[src/rtl/pipe_pkg.sv]
// Shared pipeline payload definitions: stage kill-field layouts, widths and bubble values.
package pipe_pkg;

    // Same encoding as RV32I_Inst_Pkg::INST_NOP (addi x0, x0, 0)
    localparam logic [31:0] INST_NOP = 32'h0000_0013;

    localparam int XLEN          = 32;
    localparam int PC_W          = 32;
    localparam int IF_ID_KILL_W  = 32;
    localparam int ID_EX_KILL_W  = 97;
    localparam int EX_MEM_KILL_W = 98;
    localparam int MEM_WB_KILL_W = 65;

    typedef struct packed {
        logic [31:0] instr;
    } if_id_kill_t;

    typedef struct packed {
        logic [31:0]     instr;
        logic [XLEN-1:0] rs1_val;
        logic [XLEN-1:0] rs2_val;
        logic            reg_we;
    } id_ex_kill_t;

    typedef struct packed {
        logic [31:0]     instr;
        logic [XLEN-1:0] alu_result;
        logic [XLEN-1:0] store_data;
        logic            mem_we;
        logic            reg_we;
    } ex_mem_kill_t;

    typedef struct packed {
        logic [31:0]     instr;
        logic [XLEN-1:0] wb_data;
        logic            reg_we;
    } mem_wb_kill_t;

    localparam if_id_kill_t IF_ID_BUBBLE = '{instr: INST_NOP};

    localparam id_ex_kill_t ID_EX_BUBBLE = '{
        instr: INST_NOP, rs1_val: '0, rs2_val: '0, reg_we: 1'b0};

    localparam ex_mem_kill_t EX_MEM_BUBBLE = '{
        instr: INST_NOP, alu_result: '0, store_data: '0, mem_we: 1'b0, reg_we: 1'b0};

    localparam mem_wb_kill_t MEM_WB_BUBBLE = '{
        instr: INST_NOP, wb_data: '0, reg_we: 1'b0};

endpackage

[src/rtl/pipe_skid_stage_slot.sv]
// One pipeline entry register (valid + sticky + kill) with load, clear-to-bubble and hold.
module pipe_slot #(
    parameter int                STICKY_W    = 32,
    parameter int                KILL_W      = 97,
    parameter logic [KILL_W-1:0] BUBBLE_KILL = '0
) (
    input  logic                clk,
    input  logic                rst_sync,
    input  logic                load,
    input  logic                clear,
    input  logic                sticky_load,
    input  logic [STICKY_W-1:0] d_sticky,
    input  logic [KILL_W-1:0]   d_kill,
    output logic                q_valid,
    output logic [STICKY_W-1:0] q_sticky,
    output logic [KILL_W-1:0]   q_kill
);

    // Clear wins over load; a clear may still capture a new sticky value.
    always_ff @(posedge clk) begin
        if (rst_sync) begin
            q_valid  <= 1'b0;
            q_sticky <= '0;
            q_kill   <= BUBBLE_KILL;
        end else if (clear) begin
            q_valid <= 1'b0;
            q_kill  <= BUBBLE_KILL;
            if (sticky_load)
                q_sticky <= d_sticky;
        end else if (load) begin
            q_valid  <= 1'b1;
            q_sticky <= d_sticky;
            q_kill   <= d_kill;
        end
    end

endmodule

[src/rtl/pipe_skid_stage.sv]
// Pipeline stage register with valid/ready handshake, two-entry skid buffer and squash counter.
module pipe_skid_stage
    import pipe_pkg::*;
#(
    parameter int                STICKY_W    = 32,
    parameter int                KILL_W      = 97,
    parameter logic [KILL_W-1:0] BUBBLE_KILL = KILL_W'(ID_EX_BUBBLE),
    parameter int                CNT_W       = 16
) (
    input  logic                clk,
    input  logic                rst_sync,
    input  logic                flush,
    input  logic                in_valid,
    output logic                in_ready,
    input  logic [STICKY_W-1:0] in_sticky,
    input  logic [KILL_W-1:0]   in_kill,
    output logic                out_valid,
    input  logic                out_ready,
    output logic [STICKY_W-1:0] out_sticky,
    output logic [KILL_W-1:0]   out_kill,
    output logic [CNT_W-1:0]    squash_cnt
);

    localparam logic [CNT_W-1:0] CNT_MAX = '1;

    logic                m_valid, s_valid;
    logic [STICKY_W-1:0] m_sticky, s_sticky;
    logic [KILL_W-1:0]   m_kill, s_kill;
    logic                accept, advance;
    logic                m_load, m_clear, m_sticky_load, s_load, s_clear;
    logic [STICKY_W-1:0] m_d_sticky;
    logic [KILL_W-1:0]   m_d_kill;
    logic [1:0]          squash_inc;
    logic [CNT_W+1:0]    squash_sum;

    // in_ready only looks at S, so out_ready never reaches it combinationally
    assign in_ready = !s_valid && !rst_sync;
    assign accept   = in_valid && in_ready;
    assign advance  = out_ready || !m_valid;

    // Accept implies S is empty, so a flush-time sticky load always takes in_sticky
    assign m_load        = advance && (s_valid || accept);
    assign m_clear       = flush || (advance && !s_valid && !accept);
    assign m_sticky_load = flush && accept;
    assign m_d_sticky    = s_valid ? s_sticky : in_sticky;
    assign m_d_kill      = s_valid ? s_kill   : in_kill;

    assign s_load  = accept && !advance;
    assign s_clear = flush || (advance && s_valid);

    pipe_slot #(.STICKY_W(STICKY_W), .KILL_W(KILL_W), .BUBBLE_KILL(BUBBLE_KILL)) u_m_slot (
        .clk         (clk),
        .rst_sync    (rst_sync),
        .load        (m_load),
        .clear       (m_clear),
        .sticky_load (m_sticky_load),
        .d_sticky    (m_d_sticky),
        .d_kill      (m_d_kill),
        .q_valid     (m_valid),
        .q_sticky    (m_sticky),
        .q_kill      (m_kill)
    );

    pipe_slot #(.STICKY_W(STICKY_W), .KILL_W(KILL_W), .BUBBLE_KILL(BUBBLE_KILL)) u_s_slot (
        .clk         (clk),
        .rst_sync    (rst_sync),
        .load        (s_load),
        .clear       (s_clear),
        .sticky_load (1'b0),
        .d_sticky    (in_sticky),
        .d_kill      (in_kill),
        .q_valid     (s_valid),
        .q_sticky    (s_sticky),
        .q_kill      (s_kill)
    );

    // Two guard bits keep the sum exact even when CNT_W is tiny
    assign squash_inc = {1'b0, m_valid} + {1'b0, s_valid} + {1'b0, accept};
    assign squash_sum = {2'b00, squash_cnt} + {{CNT_W{1'b0}}, squash_inc};

    always_ff @(posedge clk) begin
        if (rst_sync)
            squash_cnt <= '0;
        else if (flush) begin
            if (squash_sum > {2'b00, CNT_MAX})
                squash_cnt <= CNT_MAX;
            else
                squash_cnt <= squash_sum[CNT_W-1:0];
        end
    end

    assign out_valid  = m_valid;
    assign out_sticky = m_sticky;
    assign out_kill   = m_kill;

endmodule

[config.mk]
export PLATFORM = sky130hd
export DESIGN_NAME = pipe_skid_stage
export DESIGN_NICKNAME = d
export VERILOG_FILES = /design/src/rtl/pipe_pkg.sv /design/src/rtl/pipe_skid_stage_slot.sv /design/src/rtl/pipe_skid_stage.sv
export SDC_FILE = /design/constraint.sdc
export NUM_CORES = 1
export LEC_CHECK = 0
export CELL_PAD_IN_SITES_DETAIL_PLACEMENT = 1
export CELL_PAD_IN_SITES_GLOBAL_PLACEMENT = 1
export CORE_MARGIN = 3
export CORE_UTILIZATION = 37
export CTS_CLUSTER_DIAMETER = 30
export DETAILED_ROUTE_END_ITERATION = 10
export GPL_TIMING_DRIVEN = 0
export PLACE_DENSITY = 0.86
export SLEW_MARGIN = 20
export SYNTH_ARGS = -nofsm -noshare
export SYNTH_HDL_FRONTEND = slang
export SYNTH_SLANG_ARGS = --single-unit
[constraint.sdc]
create_clock -name clk -period 3.5 [get_ports clk]
set_clock_uncertainty 0.2 [all_clocks]
set_input_delay 0.7 -clock clk [delete_from_list [all_inputs] [get_ports clk]]
set_output_delay 0.7 -clock clk [all_outputs]
set_load 0.02 [all_outputs]
==> impl_metrics.env, run 1 <==
export IMPL_numCtsBuffers=59
export IMPL_grt_pass1_vias=12010
export IMPL_final_max_slew_viol_count=0
export IMPL_ys_types=45
export IMPL_die_height_um=180.6
export IMPL_routed_wl_um=41810
export IMPL_dieArea_um2=32600
export IMPL_slew_headroom=0.4552
export IMPL_grt_max_degree=17
export IMPL_synth_seq_cells=276
export IMPL_utilization=0.5569
export IMPL_synth_adder_area_share=0.003995
export IMPL_viasPerCell=5.301
export IMPL_seq_area_um2=5525
export IMPL_remaining_drc_errors=0
export IMPL_synth_ff_type="dfxtp_1"
export IMPL_fillCellCount=3364
export IMPL_core_um2=29870
export IMPL_async_flop_share=0
export IMPL_dpl_cell_area_um2=14560
export IMPL_worstPathArrival_ns=2.53
export IMPL_synth_top_cell_area_share=0.4901
export IMPL_stdcell_area_um2=16640
export IMPL_htreeDepth=2
export IMPL_layout_min_cycle_time_ns=3.434
export IMPL_synth_xor_area_frac=0.007768
export IMPL_synth_area_leaders="dfxtp_1 49%, mux2i_1 12%, nand2_1 9.0%"
export IMPL_worstSetupPathType="in -> out"
export IMPL_fp_dieW_um=180.6
export IMPL_root_buffer="clkbuf_16"
export IMPL_min_period_over_period=0.9812
export IMPL_drt_first_pass_iters=4
export IMPL_power_leakage_nw=5.592
export IMPL_synth_avg_cell_area_um2=8.962
export IMPL_power_density_nw_per_um2=582.5
export IMPL_critPathLaunchType="primary input"
export IMPL_synth_edf_count=0
export IMPL_setup_violations=0
export IMPL_synth_simple_area_share=0.1620
export IMPL_gp_congestion=0.7846
export IMPL_grt_pass1_wl_um=65770
export IMPL_worstHoldPathType="reg -> reg"
export IMPL_cp_required_ns=2.60
export IMPL_portBuffers=279
export IMPL_r2r_cells=12
export IMPL_area_delta_synth_final_pct=47.55
export IMPL_end_kind="primary output"
export IMPL_p_total_mw=9.690
export IMPL_clock_sinks=276
export IMPL_multi_input_area_um2=5192
export IMPL_syn_num_nets=1395
export IMPL_worstPathMaxFanout=10
export IMPL_rsz0062_at_grt="false"
export IMPL_layout_nets=1735
export IMPL_drt_initial_drc_count=447
export IMPL_hold_depth=2
export IMPL_ys_seq_area_frac=0.4901
export IMPL_cts_tree="built"
export IMPL_synth_top_family_by_area="compound AO/OA/AOI/OAI gates"
export IMPL_netlist_area_um2=11270
export IMPL_drv_cap=0
export IMPL_wire_per_inst_um=20.48
export IMPL_grt_usage=0.2470
export IMPL_ir_drop_v=0.0004673
export IMPL_vias=10830
export IMPL_drive_gt1_frac=0.1238
export IMPL_synth_compound_area_frac=0.1713
export IMPL_final_antenna_net_count=0
export IMPL_yosysWarnings=0
export IMPL_rows=63
export IMPL_clock_path_buffers=3
export IMPL_synthCells=1258
export IMPL_finalHoldViolCount=0
export IMPL_synth_top_area_cell="dfxtp_1"
export IMPL_max_freq_mhz=291.2
export IMPL_clock_latency_ns=0.58
export IMPL_ios=281
export IMPL_clk_pin_slew_ns=0.05
export IMPL_status="complete, no violations"
export IMPL_worstMarginPinSlew_ns=0.8173
export IMPL_start_util=0.3774
export IMPL_dp_hpwl_um=27680
export IMPL_cts_hold_buf=0
export IMPL_grt_overflow=0
export IMPL_synthMuxAreaShare=0.1154
export IMPL_antenna_found_initial=5
==> cells in the final DEF (no fill, tap or decap), types with 3 or more instances in the layout <==
cell type / synthesis / final
clkinv_4: 0 / 6
buf_4: 9 / 9
clkbuf_16: 0 / 60
nor4_1: 5 / 5
mux2i_1: 130 / 130
o211ai_1: 4 / 4
clkbuf_1: 37 / 43
buf_2: 48 / 48
a211oi_1: 97 / 97
dfxtp_1: 276 / 276
clkdlybuf4s50_1: 0 / 279
clkbuf_8: 0 / 9
nor3_1: 39 / 39
nor2_1: 100 / 100
a211oi_2: 30 / 30
diode_2: 0 / 4
bufinv_16: 0 / 6
buf_1: 9 / 9
xnor2_1: 8 / 8
nand2_1: 269 / 269
clkinvlp_4: 0 / 9
buf_6: 3 / 3
nand3_1: 7 / 7
a21oi_1: 140 / 140
clkinv_2: 0 / 10
nand4_1: 5 / 5
inv_1: 10 / 10
==> critical path, stage by stage <==
cell             delay [ns]
buf_2                  0.16
clkbuf_1               0.48
clkbuf_1               0.48
nor2_1                 0.14
clkdlybuf4s50_1        0.58
==> power breakdown <==
group	internal (mW)	switching (mW)	leakage [nW]	total, mW
Sequential	3.21	0.0455	2.23	3.26
Combinational	0.357	0.427	2.37	0.784
Clock	3.78	1.87	0.993	5.65
==> logic make-up after synthesis <==
group                    after synthesis
multiplexers                         130
XOR/XNOR                              10
adder cells (fa/ha/maj)                3
AND/OR/NAND/NOR                      440
buffers and inverters                117
AO/OA/AOI/OAI                        282
flip-flops                           276
==> flip-flops by register name, indices dropped and copies added, names as in the netlist <==
register           cells
u_m_slot.q_kill       97
u_s_slot.q_kill       97
squash_cnt            16
u_s_slot.q_sticky     32
u_m_slot.q_sticky     32
u_m_slot.q_valid       1
u_s_slot.q_valid       1
==> cell usage after synthesis (9+ instances only) <==
master	n
dfxtp_1	276
nand2_1	269
a21oi_1	140
mux2i_1	130
nor2_1	100
a211oi_1	97
buf_2	48
nor3_1	39
clkbuf_1	37
a211oi_2	30
inv_1	10
buf_1	9
buf_4	9
==> per-layer routing <==
layer | part of all wire | GRT usage | vias to the layer above
met3 | 0.054 | 0.05672 | 95
met1 | 0.40 | 0.2803 | 5346
met4 | 0.037 | 0.1035 | 0
li1 | - | - | 5077
met2 | 0.51 | 0.4452 | 307
met5 | 0 | 0 | -
==> per-stage QoR <==
step           setup slack [ns]  setup TNS (ns)  hold slack (ns)  cells
6_report                0.06583               0           0.2533   2042
5_1_grt                0.006934               0           0.2711   2042
4_1_cts                 0.07368               0           0.2554   2038
3_5_place_dp            -0.3142          -3.602           0.2477   1927
3_3_place_gp            -0.2056          -2.195           0.2409   1927
2_1_floorplan            0.4559               0           0.2360   1258
==> path summary, 6_finish.rpt <==
kind                  startpoint             endpoint  slack, ns
min reg2reg  u_s_slot.q_kill[31]  u_s_slot.q_kill[31]       0.25
max reg2reg     u_s_slot.q_valid        squash_cnt[5]       0.38
max                     rst_sync             in_ready       0.07
min          u_s_slot.q_kill[31]  u_s_slot.q_kill[31]       0.25
==> cell type report <==
cell class              instances  area share
multi-input cells             865      0.3121
flip-flops and latches        276      0.3321
well taps                     390     0.02933
diodes                          4   0.0006017
inverters                      10    0.002256
clock inverters                35     0.02512
clock buffers                  76     0.09928
plain buffers                 107     0.03129
repair buffers                279      0.1679
==> what timing repair did <==
item | in CTS | in global routing
endpoints found under the setup margin | 0 | 13
hold endpoints to repair | 0 | 0
gates resized for setup | 0 | 2
setup buffers | 0 | 0
Note: power is estimated with default switching activity, not from simulation.
==> inputs of run 2 (changes only) <==
CORE_UTILIZATION = 40   (was 37)
DONT_BUFFER_PORTS = 1   (was not set)
PLACE_DENSITY = 0.75   (was 0.86)
==> impl_metrics.env, run 2 (synthesized netlist as in run 1, its figures left out) <==
export IMPL_status="complete, no violations"
export IMPL_cp_slowest_stage_delay_ns=0.41
export IMPL_dp_hpwl_um=24560
export IMPL_clock_latency_ns=0.56
export IMPL_finalHoldViolCount=0
export IMPL_core_um2=27330
export IMPL_final_antenna_net_count=0
export IMPL_worstPathArrival_ns=3.40
export IMPL_rows=60
export IMPL_layout_min_cycle_time_ns=3.115
export IMPL_critPathLaunchType="register"
export IMPL_ff2ff_setup_slack_ns=0.39
export IMPL_htreeDepth=2
export IMPL_max_freq_mhz=321.0
export IMPL_clk_pin_slew_ns=0.05
export IMPL_grt_usage=0.2269
export IMPL_grt_overflow=0
export IMPL_ir_drop_v=0.0004592
export IMPL_grt_max_degree=16
export IMPL_drive_gt1_frac=0.1524
export IMPL_grt_pass1_vias=10050
export IMPL_final_cell_mix="276 x dfxtp_1, 269 x nand2_1, 140 x a21oi_1"
export IMPL_start_util=0.4126
export IMPL_fp_dieW_um=173.9
export IMPL_drv_cap=0
export IMPL_antenna_found_initial=0
export IMPL_antenna_cells=0
export IMPL_place_ws_ns=0.03775
export IMPL_multi_input_area_um2=5192
export IMPL_worstSetupPathType="reg -> reg"
export IMPL_routed_wl_um=35670
export IMPL_worstMarginPinSlew_ns=0.7460
export IMPL_reg_largest_list="u_m_slot.q_kill (97), u_s_slot.q_kill (97)"
export IMPL_dieArea_um2=30240
export IMPL_critPathLaunch="u_s_slot.q_valid"
export IMPL_ios=281
export IMPL_worstPathCellList="buf_4 -> clkbuf_2 -> nor3_1 -> nor2_1 -> ha_1 -> inv_1 -> fa_1 -> nand3b_4 -> nor4_4 -> nand3_2 -> buf_2 -> a21oi_1"
export IMPL_min_from="in_kill[66]"
export IMPL_min_period_over_period=0.8899
export IMPL_dp_cells=1630
export IMPL_dpl_cell_area_um2=11740
export IMPL_cts_tree="built"
export IMPL_clock_sinks=276
export IMPL_slew_headroom=0.5026
export IMPL_fin_tns_setup_ns=0
export IMPL_remaining_drc_errors=0
export IMPL_root_buffer="clkbuf_16"
export IMPL_layout_nets=1458
export IMPL_cts_setup_buffers=0
export IMPL_end_kind="register"
export IMPL_area_delta_synth_final_pct=23.78
export IMPL_instances_no_fill=1743
export IMPL_rsz0062_at_grt="false"
export IMPL_portBuffers=0
export IMPL_clock_path_buffers=3
export IMPL_setup_violations=0
export IMPL_grt_pass1_wl_um=56040
export IMPL_seq_area_um2=5525
export IMPL_worstHoldPathType="in -> reg"
export IMPL_p_total_mw=9.772
export IMPL_drt_initial_drc_count=387
export IMPL_slowest_stage="fa_1"
export IMPL_final_max_slew_viol_count=0
export IMPL_power_leakage_nw=4.638
export IMPL_cp_required_ns=3.78
export IMPL_crit_path_end="squash_cnt[10]"
export IMPL_power_density_nw_per_um2=700.2
export IMPL_reg2reg_to="squash_cnt[10]"
export IMPL_viasPerCell=5.487
export IMPL_layout_commonest_cell="dfxtp_1"
export IMPL_gp_congestion=0.7822
export IMPL_r2r_cells=12
export IMPL_stdcell_area_um2=13960
export IMPL_setup_ws_ns=0.3852
export IMPL_die_height_um=173.9
export IMPL_numCtsBuffers=61
export IMPL_fillCellCount=3115
export IMPL_wire_per_inst_um=20.46
export IMPL_drt_first_pass_iters=4
export IMPL_vias=9563
export IMPL_worstPathMaxFanout=10
export IMPL_r2r_start="u_s_slot.q_valid"
==> run 2: cell types whose count changed in the layout (fill, tap and decap cells not counted), moves of 2 or more <==
cell             previous run  this run
clkbuf_1                   43        40
clkinv_2                   10        12
bufinv_16                   6        12
diode_2                     4         0
clkbuf_8                    9         6
inv_6                       2         0
clkbuf_16                  60        62
clkdlybuf4s50_1           279         0
==> run 2: repair_timing <==
action                                  CTS  global route
hold buffers                              0             0
resized for setup                         0             2
endpoints found under the setup margin    0            12
==> run 2: layout make-up <==
type / count / share of cell area
clock buffers: 72 / 0.1182
well taps: 372 / 0.03335
inverters: 10 / 0.002690
clock inverters: 41 / 0.04052
plain buffers: 107 / 0.03730
multi-input cells: 865 / 0.3721
flip-flops and latches: 276 / 0.3959
==> run 2: routing by layer <==
metal / part of all wire / GRT usage / wire (um) / up-vias
met5: 0 / 0 / 0 / -
met4: 0.030 / 0.08110 / 1080 / 0
met3: 0.097 / 0.09458 / 3472 / 73
met2: 0.48 / 0.3852 / 17160 / 303
met1: 0.39 / 0.2561 / 13960 / 4672
li1: - / - / - / 4515
==> run 2: critical path, delay by kind of cell (launching register included) <==
kind,cells,cell delay [ns]
AND/OR/NAND/NOR,5,1.00
flip-flops,1,0.30
buffers and inverters,4,0.79
adder cells (fa/ha/maj),2,0.60
AO/OA/AOI/OAI,1,0.15
==> run 2: per-stage QoR <==
step,hold WS (ns),utilization
final,0.06609,0.5107
after global routing,0.05361,0.5107
after CTS,0.04406,0.5107
after detailed placement,0.2470,0.4296
after global placement,0.2411,0.4296
after floorplan,0.2360,-
==> run 2: power by group <==
| group | switching [mW] | internal [mW] | leakage (nW) |
|---|---|---|---|
| Sequential | 0.122 | 3.22 | 2.23 |
| Clock | 1.81 | 4.22 | 1.07 |
| Combinational | 0.260 | 0.137 | 1.34 |
| Total | 2.20 | 7.58 | 4.64 |
==> run 2: worst min-delay path by stage <==
stage / end / slack (ns) / cells past startpoint
detailed placement: u_s_slot.q_kill[2] / 0.25 / 2
finish: u_s_slot.q_kill[66] / 0.07 / 2
global route: u_s_slot.q_kill[66] / 0.05 / 2
global placement: u_s_slot.q_kill[48] / 0.24 / 2
CTS: u_s_slot.q_kill[66] / 0.04 / 2
floorplan: u_s_slot.q_kill[0] / 0.24 / 2
==> inputs of run 3 (changes only) <==
CORE_UTILIZATION = 45   (was 40)
PLACE_DENSITY = 0.82   (was 0.75)
SLEW_MARGIN = 25   (was 20)
==> impl_metrics.env, run 3 (synthesized netlist as in run 1, its figures left out) <==
export IMPL_min_from="in_kill[57]"
export IMPL_max_freq_mhz=318.9
export IMPL_status="complete, no violations"
export IMPL_min_period_over_period=0.8959
export IMPL_fillCellCount=2789
export IMPL_vias=9540
export IMPL_critPathLaunchType="register"
export IMPL_utilization=0.5576
export IMPL_dieArea_um2=26990
export IMPL_die_height_um=164.3
export IMPL_whs_endpoint="u_s_slot.q_kill[57]"
export IMPL_cts_hold_buf=0
export IMPL_finalHoldViolCount=0
export IMPL_setup_ws_ns=0.3643
export IMPL_drv_cap=0
export IMPL_worstPathMaxFanout=10
export IMPL_stdcell_area_um2=13640
export IMPL_start_util=0.4609
export IMPL_grt_max_degree=15
export IMPL_final_antenna_net_count=0
export IMPL_r2r_start="u_s_slot.q_valid"
export IMPL_rows=57
export IMPL_instances_no_fill=1683
export IMPL_area_delta_synth_final_pct=20.99
export IMPL_slew_headroom=0.4648
export IMPL_worstPathArrival_ns=3.40
export IMPL_cts_setup_buffers=0
export IMPL_routed_wl_um=36160
export IMPL_power_leakage_nw=4.529
export IMPL_final_cell_mix="276 x dfxtp_1, 269 x nand2_1, 140 x a21oi_1"
export IMPL_r2r_cells=12
export IMPL_dp_hpwl_um=24650
export IMPL_hold_depth=2
export IMPL_rsz0062_at_grt="false"
export IMPL_seq_area_um2=5525
export IMPL_grt_pass1_vias=10190
export IMPL_grt_pass1_wl_um=56300
export IMPL_core_um2=24460
export IMPL_worstSetupPathType="reg -> reg"
export IMPL_ir_drop_v=0.0004938
export IMPL_dp_cells=1582
export IMPL_slowest_stage="fa_1"
export IMPL_layout_nets=1452
export IMPL_wire_per_inst_um=21.49
export IMPL_numCtsBuffers=55
export IMPL_drt_first_pass_iters=4
export IMPL_cts_tree="built"
export IMPL_worstMarginPinSlew_ns=0.8028
export IMPL_post_cts_resized=0
export IMPL_viasPerCell=5.668
export IMPL_dpl_cell_area_um2=11680
export IMPL_antenna_cells=0
export IMPL_reg_largest_list="u_m_slot.q_kill (97), u_s_slot.q_kill (97)"
export IMPL_antenna_found_initial=0
export IMPL_final_max_slew_viol_count=0
export IMPL_grt_usage=0.2614
export IMPL_drive_gt1_frac=0.1420
export IMPL_cp_required_ns=3.77
export IMPL_reg2reg_to="squash_cnt[3]"
export IMPL_layout_commonest_cell="dfxtp_1"
export IMPL_clk_pin_slew_ns=0.05
export IMPL_ff2ff_setup_slack_ns=0.36
export IMPL_p_total_mw=9.222
export IMPL_setup_violations=0
export IMPL_remaining_drc_errors=0
export IMPL_portBuffers=0
export IMPL_gp_congestion=0.8026
export IMPL_power_density_nw_per_um2=676.1
export IMPL_layout_min_cycle_time_ns=3.136
export IMPL_clock_sinks=276
export IMPL_place_ws_ns=0.05350
export IMPL_grt_overflow=0
export IMPL_clock_path_buffers=3
export IMPL_whs_ns=0.08486
export IMPL_end_kind="register"
export IMPL_htreeDepth=2
export IMPL_drt_initial_drc_count=332
export IMPL_worstHoldPathType="in -> reg"
export IMPL_cp_slowest_stage_delay_ns=0.42
export IMPL_ios=281
export IMPL_fin_tns_setup_ns=0
export IMPL_root_buffer="clkbuf_16"
export IMPL_clock_latency_ns=0.54
export IMPL_fp_dieW_um=164.3
export IMPL_worstPathCellList="buf_4 -> clkbuf_2 -> nor3_1 -> nor2_1 -> ha_1 -> inv_1 -> fa_1 -> nand3b_4 -> nor4_4 -> nand3_2 -> buf_2 -> a21oi_1"
export IMPL_multi_input_area_um2=5192
[run 3: how the worst max path moves through the flow]
stage | startpoint | end | slack [ns] | depth (start not counted)
floorplan | rst_sync | squash_cnt[2] | 0.46 | 12
global placement | rst_sync | squash_cnt[9] | 0.13 | 12
detailed placement | rst_sync | squash_cnt[3] | 0.05 | 12
CTS | u_s_slot.q_valid | squash_cnt[3] | 0.10 | 12
global route | u_s_slot.q_valid | squash_cnt[3] | 0.12 | 12
finish | u_s_slot.q_valid | squash_cnt[3] | 0.36 | 12
[run 3: cell type report]
class | instances | share of cell area
inverter | 10 | 0.002752
clock inverter | 31 | 0.03265
tap | 324 | 0.02972
buffer | 107 | 0.03816
clock buffer | 70 | 0.1110
multi-input combinational | 865 | 0.3807
sequential | 276 | 0.4051
[run 3: where the power goes]
group | internal (mW) | switching [mW] | total [mW] | leakage, nW
combinational | 0.137 | 0.264 | 0.401 | 1.34
sequential | 3.21 | 0.124 | 3.34 | 2.23
clock | 3.78 | 1.71 | 5.48 | 0.957
total | 7.13 | 2.09 | 9.22 | 4.53
[run 3: critical path: cells and delay by family, from the launching register on]
kind | cells | cell delay [ns]
AND/OR/NAND/NOR | 5 | 0.97
adder cells (fa/ha/maj) | 2 | 0.61
buffers and inverters | 4 | 0.80
AO/OA/AOI/OAI | 1 | 0.16
flip-flops | 1 | 0.32
[run 3: routing by layer]
layer	track usage	routed length (um)	vias to the layer above
li1	-	-	4492
met5	0	0	-
met3	0.1110	3569	97
met4	0.1042	1454	0
met2	0.4438	17360	304
met1	0.2885	13780	4647
